--- config.mk ---
export PLATFORM = sky130hd
export DESIGN_NAME = gsim_ctrl_flat
export DESIGN_NICKNAME = d
export VERILOG_FILES = /design/src/rtl/gsim_pkg.sv /design/src/rtl/gsim_if.sv /design/src/rtl/gsim_xfile.sv /design/src/rtl/gsim_ctrl.sv /design/src/flat_wrapper.sv
export SDC_FILE = /design/constraint.sdc
export NUM_CORES = 2
export LEC_CHECK = 0
export ABC_CLOCK_PERIOD_IN_PS = 4700
export BUFFER_PORTS_ARGS = -buffer_cell sky130_fd_sc_hd__buf_2
export CAP_MARGIN = 5
export CORE_MARGIN = 10
export CORE_UTILIZATION = 43
export CTS_BUF_LIST = sky130_fd_sc_hd__clkbuf_4
export DETAILED_ROUTE_END_ITERATION = 10
export PLACE_DENSITY_LB_ADDON = 0.08
export SYNTH_ARGS = -nofsm -noshare
export SYNTH_HDL_FRONTEND = slang
export SYNTH_SLANG_ARGS = --single-unit
--- constraint.sdc ---
create_clock -name clk -period 4.7 [get_ports clk]
set_clock_uncertainty 0.05 [all_clocks]
set_input_delay 0.47 -clock clk [delete_from_list [all_inputs] [get_ports clk]]
set_output_delay 0.47 -clock clk [all_outputs]
set_load 0.1 [all_outputs]
--- src/rtl/gsim_pkg.sv ---
// Shared types and constants for the GSIM sequencer slice.
package gsim_pkg;

  localparam int N_ROWS = 16;
  localparam int ROW_W  = 4;
  localparam int ITER_W = 8;
  localparam int DATA_W = 32;
  localparam int B_W    = 16;

  typedef logic [DATA_W-1:0] data_t;
  typedef logic [B_W-1:0]    b_t;
  typedef logic [ROW_W-1:0]  row_t;

  typedef enum logic [2:0] {
    IDLE   = 3'd0,
    LOAD   = 3'd1,
    ISSUE  = 3'd2,
    WAIT   = 3'd3,
    OUTPUT = 3'd4
  } state_e;

  typedef struct packed {
    data_t p1;
    data_t p2;
    data_t p3;
    data_t m1;
    data_t m2;
    data_t m3;
  } taps_t;

  // Neighbour row index; the 4-bit add wraps mod 16 on its own.
  function automatic row_t tap_idx(input row_t i, input int off);
    tap_idx = i + row_t'(off);
  endfunction

endpackage

--- src/rtl/gsim_if.sv ---
// Sequencer-facing bus: b load, datapath issue/return and result stream.
interface gsim_if
  import gsim_pkg::*;
();
  logic  in_en;
  b_t    b_in;
  logic  busy;
  logic  dp_valid;
  row_t  dp_count;
  b_t    dp_b;
  data_t dp_p1, dp_p2, dp_p3;
  data_t dp_m1, dp_m2, dp_m3;
  logic  dp_x_valid;
  data_t dp_x;
  logic  out_valid;
  data_t x_out;

  modport slave (
    input  in_en, b_in, dp_x_valid, dp_x,
    output busy, dp_valid, dp_count, dp_b,
           dp_p1, dp_p2, dp_p3, dp_m1, dp_m2, dp_m3,
           out_valid, x_out
  );

  modport master (
    output in_en, b_in, dp_x_valid, dp_x,
    input  busy, dp_valid, dp_count, dp_b,
           dp_p1, dp_p2, dp_p3, dp_m1, dp_m2, dp_m3,
           out_valid, x_out
  );
endinterface

--- src/rtl/gsim_xfile.sv ---
// 16-entry x register file: one write port, six wrapped tap reads, one stream read.
module gsim_xfile
  import gsim_pkg::*;
(
  input  logic  clk,
  input  logic  rst,
  input  logic  clr_i,
  input  logic  we_i,
  input  row_t  waddr_i,
  input  data_t wdata_i,
  input  row_t  tap_row_i,
  output taps_t taps_o,
  input  row_t  raddr_i,
  output data_t rdata_o
);

  data_t mem_q [N_ROWS];

  always_ff @(posedge clk) begin
    if (rst || clr_i) begin
      for (int i = 0; i < N_ROWS; i++) mem_q[i] <= '0;
    end else if (we_i) begin
      mem_q[waddr_i] <= wdata_i;
    end
  end

  // Taps are sent wrapped; boundary masking belongs to the datapath.
  assign taps_o.p1 = mem_q[tap_idx(tap_row_i,  1)];
  assign taps_o.p2 = mem_q[tap_idx(tap_row_i,  2)];
  assign taps_o.p3 = mem_q[tap_idx(tap_row_i,  3)];
  assign taps_o.m1 = mem_q[tap_idx(tap_row_i, -1)];
  assign taps_o.m2 = mem_q[tap_idx(tap_row_i, -2)];
  assign taps_o.m3 = mem_q[tap_idx(tap_row_i, -3)];

  assign rdata_o = mem_q[raddr_i];

endmodule

--- src/rtl/gsim_ctrl.sv ---
// GSIM sequencer: loads b, issues rows to the datapath in Gauss-Seidel order,
// writes results back in place and streams x after N_ITER sweeps.
module gsim_ctrl
  import gsim_pkg::*;
#(
  parameter int N_ITER = 16
) (
  input logic   clk,
  input logic   rst,
  gsim_if.slave bus
);

  localparam logic [ITER_W-1:0] LAST_ITER = ITER_W'(N_ITER - 1);

  state_e            state_q, state_d;
  row_t              row_q, row_d;
  logic [ITER_W-1:0] iter_q, iter_d;
  logic              busy_q, busy_d;
  logic              dp_valid_q, dp_valid_d;
  row_t              dp_count_q, dp_count_d;
  b_t                dp_b_q, dp_b_d;
  taps_t             taps_q, taps_d;
  logic              out_valid_q, out_valid_d;
  data_t             x_out_q, x_out_d;

  b_t    b_q [N_ROWS];
  logic  b_we, x_we, x_clr;
  row_t  b_waddr;
  taps_t taps_rd;
  data_t x_rd;

  gsim_xfile u_xfile (
    .clk       (clk),
    .rst       (rst),
    .clr_i     (x_clr),
    .we_i      (x_we),
    .waddr_i   (row_q),
    .wdata_i   (bus.dp_x),
    .tap_row_i (row_q),
    .taps_o    (taps_rd),
    .raddr_i   (row_q),
    .rdata_o   (x_rd)
  );

  assign b_waddr = (state_q == IDLE) ? '0 : row_q;

  always_ff @(posedge clk) begin
    if (rst) begin
      for (int i = 0; i < N_ROWS; i++) b_q[i] <= '0;
    end else if (b_we) begin
      b_q[b_waddr] <= bus.b_in;
    end
  end

  always_ff @(posedge clk) begin
    if (rst) begin
      state_q     <= IDLE;
      row_q       <= '0;
      iter_q      <= '0;
      busy_q      <= 1'b0;
      dp_valid_q  <= 1'b0;
      dp_count_q  <= '0;
      dp_b_q      <= '0;
      taps_q      <= '0;
      out_valid_q <= 1'b0;
      x_out_q     <= '0;
    end else begin
      state_q     <= state_d;
      row_q       <= row_d;
      iter_q      <= iter_d;
      busy_q      <= busy_d;
      dp_valid_q  <= dp_valid_d;
      dp_count_q  <= dp_count_d;
      dp_b_q      <= dp_b_d;
      taps_q      <= taps_d;
      out_valid_q <= out_valid_d;
      x_out_q     <= x_out_d;
    end
  end

  always_comb begin
    state_d     = state_q;
    row_d       = row_q;
    iter_d      = iter_q;
    busy_d      = busy_q;
    dp_valid_d  = 1'b0;
    dp_count_d  = dp_count_q;
    dp_b_d      = dp_b_q;
    taps_d      = taps_q;
    out_valid_d = 1'b0;
    x_out_d     = '0;
    b_we        = 1'b0;
    x_we        = 1'b0;
    x_clr       = 1'b0;

    unique case (state_q)
      IDLE: begin
        busy_d = 1'b0;
        if (bus.in_en) begin
          b_we    = 1'b1;
          x_clr   = 1'b1;
          row_d   = row_t'(1);
          busy_d  = 1'b1;
          state_d = LOAD;
        end
      end
      LOAD: begin
        if (bus.in_en) begin
          b_we  = 1'b1;
          row_d = row_q + 1'b1;
          if (row_q == row_t'(N_ROWS - 1)) begin
            iter_d  = '0;
            state_d = ISSUE;
          end
        end
      end
      // Taps are sampled here, one cycle after the previous row's write,
      // so m1 always carries the freshly updated neighbour.
      ISSUE: begin
        dp_valid_d = 1'b1;
        dp_count_d = row_q;
        dp_b_d     = b_q[row_q];
        taps_d     = taps_rd;
        state_d    = WAIT;
      end
      WAIT: begin
        if (bus.dp_x_valid) begin
          x_we  = 1'b1;
          row_d = row_q + 1'b1;
          if (row_q == row_t'(N_ROWS - 1) && iter_q == LAST_ITER) begin
            state_d = OUTPUT;
          end else begin
            if (row_q == row_t'(N_ROWS - 1)) iter_d = iter_q + 1'b1;
            state_d = ISSUE;
          end
        end
      end
      OUTPUT: begin
        out_valid_d = 1'b1;
        x_out_d     = x_rd;
        row_d       = row_q + 1'b1;
        if (row_q == row_t'(N_ROWS - 1)) state_d = IDLE;
      end
      default: state_d = IDLE;
    endcase
  end

  assign bus.busy      = busy_q;
  assign bus.dp_valid  = dp_valid_q;
  assign bus.dp_count  = dp_count_q;
  assign bus.dp_b      = dp_b_q;
  assign bus.dp_p1     = taps_q.p1;
  assign bus.dp_p2     = taps_q.p2;
  assign bus.dp_p3     = taps_q.p3;
  assign bus.dp_m1     = taps_q.m1;
  assign bus.dp_m2     = taps_q.m2;
  assign bus.dp_m3     = taps_q.m3;
  assign bus.out_valid = out_valid_q;
  assign bus.x_out     = x_out_q;

endmodule

--- src/flat_wrapper.sv ---
// flat-port wrapper written by rule: the top's interface ports become plain ports
module gsim_ctrl_flat import gsim_pkg::*;
#(
  parameter int N_ITER = 16
)
  (clk, rst, bus_in_en, bus_b_in, bus_dp_x_valid, bus_dp_x, bus_busy, bus_dp_valid, bus_dp_count, bus_dp_b, bus_dp_p1, bus_dp_p2, bus_dp_p3, bus_dp_m1, bus_dp_m2, bus_dp_m3, bus_out_valid, bus_x_out);
  gsim_if bus_i ();
  input logic clk;
  input logic rst;
  input wire logic [$bits(bus_i.in_en)-1:0] bus_in_en;
  input wire logic [$bits(bus_i.b_in)-1:0] bus_b_in;
  input wire logic [$bits(bus_i.dp_x_valid)-1:0] bus_dp_x_valid;
  input wire logic [$bits(bus_i.dp_x)-1:0] bus_dp_x;
  output wire logic [$bits(bus_i.busy)-1:0] bus_busy;
  output wire logic [$bits(bus_i.dp_valid)-1:0] bus_dp_valid;
  output wire logic [$bits(bus_i.dp_count)-1:0] bus_dp_count;
  output wire logic [$bits(bus_i.dp_b)-1:0] bus_dp_b;
  output wire logic [$bits(bus_i.dp_p1)-1:0] bus_dp_p1;
  output wire logic [$bits(bus_i.dp_p2)-1:0] bus_dp_p2;
  output wire logic [$bits(bus_i.dp_p3)-1:0] bus_dp_p3;
  output wire logic [$bits(bus_i.dp_m1)-1:0] bus_dp_m1;
  output wire logic [$bits(bus_i.dp_m2)-1:0] bus_dp_m2;
  output wire logic [$bits(bus_i.dp_m3)-1:0] bus_dp_m3;
  output wire logic [$bits(bus_i.out_valid)-1:0] bus_out_valid;
  output wire logic [$bits(bus_i.x_out)-1:0] bus_x_out;
  assign bus_i.in_en = bus_in_en;
  assign bus_i.b_in = bus_b_in;
  assign bus_i.dp_x_valid = bus_dp_x_valid;
  assign bus_i.dp_x = bus_dp_x;
  assign bus_busy = bus_i.busy;
  assign bus_dp_valid = bus_i.dp_valid;
  assign bus_dp_count = bus_i.dp_count;
  assign bus_dp_b = bus_i.dp_b;
  assign bus_dp_p1 = bus_i.dp_p1;
  assign bus_dp_p2 = bus_i.dp_p2;
  assign bus_dp_p3 = bus_i.dp_p3;
  assign bus_dp_m1 = bus_i.dp_m1;
  assign bus_dp_m2 = bus_i.dp_m2;
  assign bus_dp_m3 = bus_i.dp_m3;
  assign bus_out_valid = bus_i.out_valid;
  assign bus_x_out = bus_i.x_out;
  gsim_ctrl #(.N_ITER(N_ITER)) u_core (.clk(clk), .rst(rst), .bus(bus_i));
endmodule
==> run_results.csv <==
group,metric,value,unit
logic_synthesis,ys_seq_area_share,49.90,%
floorplanning,die_w,383.2,um
worst_setup_path,crit_fanout,37,
logic_synthesis,yosysUniqueCellTypes,52,
drt,drt_iter0_markers,4649,
cts,htreeDepth,5,
logic_synthesis,async_flop_share,0,%
finish,final_nets,4730,
logic_synthesis,yosysWarnings,0,
min_path,min_from,"bus_b_in[8]",
min_path,hp-class,"in -> reg",
pwr,peakVddDrop,0.2517,mV
cts,path_clk_slew,70,ps
cts,cts.path.max_buffers,4,
logic_synthesis,ys_ff_latch,1030,
cts,post_cts_resized,0,
cts,clock_latency,1270,ps
floorplanning,io_pins,299,
worst_setup_path,worstSetupPathType,"reg -> reg",
worst_setup_path,crit_path_max_incr_delay,1110,ps
global_route,antenna_found_initial,15,
global_route,grt.overflow.total,0,
finish,final_cell_mix,"and2_1, edfxtp_1, nand2_1",
pwr,p_per_area,335.8,nW/um^2
worst_setup_path,arrival,4780,ps
worst_setup_path,path_cells,"ha_1 > nand2_1 > nor2_4 > buf_4 > and2_1",
job,maxCapViolCount,0,
sta,relSlewSlack,4.125,%
run_status,status,"finished, final reports clean",
floorplanning,die_h,383.2,um
place,routabilityCongestion,0.8318,
floorplanning,fp.dieArea,146900,um^2
worst_setup_path,cp-startpoint,"u_core.row_q[1]",
drt,wire_per_inst,30.72,um
place,placement.io_buffers,298,
floorplanning,coreArea,131300,um^2
finish,layout_commonest_cell,"and2_1",
cts,cts_root_buf,"clkbuf_4",
global_route,track_usage,27.35,%
drt,drtAntennaViolNets,0,
sta,finalSetupTns,0,ps
floorplanning,rows,133,
drt,viasPerCell,6.199,
logic_synthesis,synth_edf_count,768,
finish,multi_input_area,27090,um^2
global_route,grt_max_degree,129,
finish,fill_cells,11590,
global_route,grt_pass1_vias,40800,
worst_setup_path,reg2reg_from,"u_core.row_q[1]",
sta,rsz0062_at_grt,"false",
sta,period_needed,3748,ps
worst_setup_path,crit_buf_inv,1,
finish,drive_gt1_share,32.47,%
sta,max_slew.worst_pin.slew,1435,ps
worst_setup_path,cpLargestDelayFamily,"simple AND/OR/NAND/NOR gates",
finish,seq_area,28320,um^2
sta,clock.fmax,0.2668,GHz
sta,drv_slew,0,
logic_synthesis,synthCells,4300,
pwr,leakage,24.66,nW
worst_setup_path,cp_slowest_cell,"nor2_4",
logic_synthesis,syn_avg_cell_area,13.19,um^2
floorplanning,initial_core_util,43.21,%
sta,period_share,79.74,%
cts,cts_buffers,315,
drt,dr.pass1.iters,6,
cts,cts.sinks,1030,
logic_synthesis,synth_top_flop_cell,"edfxtp_1",
finish,design_area,64730,um^2
logic_synthesis,netlist_area,56730,um^2
sta,setup_violations,0,
drt,vias,41330,
global_route,grt_pass1_wl,293900,um
cts,cts_tree,"yes",
logic_synthesis,synth_fp_nets,4362,
drt,drc,0,
finish,area_growth,14.10,%
place,dpl.hpwl,124500,um
sta,timing_hold_violations_final,0,
worst_setup_path,cp-start-kind,"register",
worst_setup_path,end_kind,"register",
place,post_dp_cell_area,60300,um^2
worst_setup_path,crit_required,5730,ps
pwr,power,21.74,mW
drt,wirelength,204800,um
[power breakdown]
group / switching, mW / leakage, nW / internal [mW]
clock network: 4.11 / 2.33 / 4.63
logic: 1.48 / 12.0 / 1.15
registers: 0.283 / 10.3 / 10.1
total: 5.87 / 24.7 / 15.9
[synth_stat cells, types with 2 or more instances]
cell type | count | area [um^2]
and2_1 | 775 | 4848
o21ai_0 | 20 | 100.1
nor2_2 | 2 | 12.51
a21oi_1 | 218 | 1091
nand3_1 | 72 | 360.4
buf_6 | 7 | 78.83
xor2_2 | 3 | 48.80
dfxtp_1 | 262 | 5245
or2_2 | 18 | 112.6
a211oi_1 | 9 | 67.56
a22oi_1 | 146 | 1096
mux2i_1 | 3 | 30.03
nor2_1 | 55 | 206.5
xnor2_1 | 7 | 61.31
inv_1 | 3 | 11.26
clkbuf_1 | 284 | 1066
a32o_1 | 32 | 320.3
xor2_1 | 9 | 78.83
a31oi_1 | 3 | 18.77
ha_1 | 10 | 125.1
or3_1 | 2 | 12.51
buf_2 | 88 | 440.4
nand2b_1 | 2 | 12.51
buf_1 | 17 | 63.81
buf_4 | 18 | 135.1
edfxtp_1 | 768 | 23060
o211ai_1 | 5 | 37.54
nor2b_1 | 37 | 231.5
nand2_1 | 613 | 2301
mux4_2 | 608 | 13690
a22o_1 | 80 | 700.7
and3_1 | 5 | 31.28
nor3_2 | 4 | 40.04
a211o_1 | 96 | 840.8
a21o_1 | 2 | 15.01
[per-stage QoR]
step	util, %	hold slack [ps]	worst slack (ps)	std cells
3_5_place_dp	45.93	398.6	1024	6053
3_3_place_gp	45.93	392.5	1020	6053
6_report	49.30	166.4	952.3	6667
2_1_floorplan	-	429.4	403.0	4300
4_1_cts	49.27	74.08	956.5	6652
5_1_grt	49.30	121.2	884.5	6664
[routing by layer]
metal | track usage (%) | vias up | share of wire [%] | wire (um)
met5 | 0 | - | 0.015 | 30
met4 | 10.98 | 6 | 3.8 | 7736
met3 | 6.682 | 434 | 9.8 | 20160
met2 | 42.92 | 2381 | 47 | 95790
met1 | 36.36 | 21160 | 40 | 81120
li1 | - | 17340 | - | -
[worst register-to-register path, delay by kind of cell, from the launching register on]
kind	cells	cell delay, ps
adder cells (fa/ha/maj)	1	590
buffers and inverters	1	430
flip-flops	1	760
AND/OR/NAND/NOR	3	1740
[kinds of logic after synthesis]
family	after synthesis	share of synthesized area, %
compound gates	616	7.629
fa+ha+maj	10	0.2206
buf+inv	419	3.180
xor+xnor	19	0.3330
mux	611	24.19
flops	1030	49.90
simple gates	1595	14.55
[worst paths after layout]
kind              cells after the start                     endpoint  slack, ps
setup / recovery                      5  u_core.u_xfile.mem_q[3][28]        950
hold / removal                        3             u_core.b_q[4][8]        170
setup reg to reg                      5  u_core.u_xfile.mem_q[3][28]        950
hold reg to reg                       1         u_core.bus.dp_m3[25]        410
[timing repair]
item	CTS	global route
hold buffers	53	0
hold endpoints to repair	843	0
setup buffers	0	0
[area by class of cell]
type	count	share of cell area, %
flip-flops and latches	1030	43.75
multi-input cells	2851	41.85
clock buffers	466	5.404
repair buffers	466	4.960
well taps	1755	3.392
clock inverters	80	0.5644
diodes	15	0.05799
inverters	4	0.02513
[flip-flops by register name, indices dropped and copies added, names as in the netlist, 3 cells and up]
register and count:
u_core.b_q 256, u_core.bus.dp_b 16, u_core.bus.dp_count 4, u_core.bus.dp_m1 32
u_core.bus.dp_m2 32, u_core.bus.dp_m3 32, u_core.bus.dp_p1 32, u_core.bus.dp_p2 32
u_core.bus.dp_p3 32, u_core.bus.x_out 32, u_core.iter_q 8, u_core.row_q 4
u_core.state_q 3, u_core.u_xfile.mem_q 512
Power figures use the tool's default switching activity.
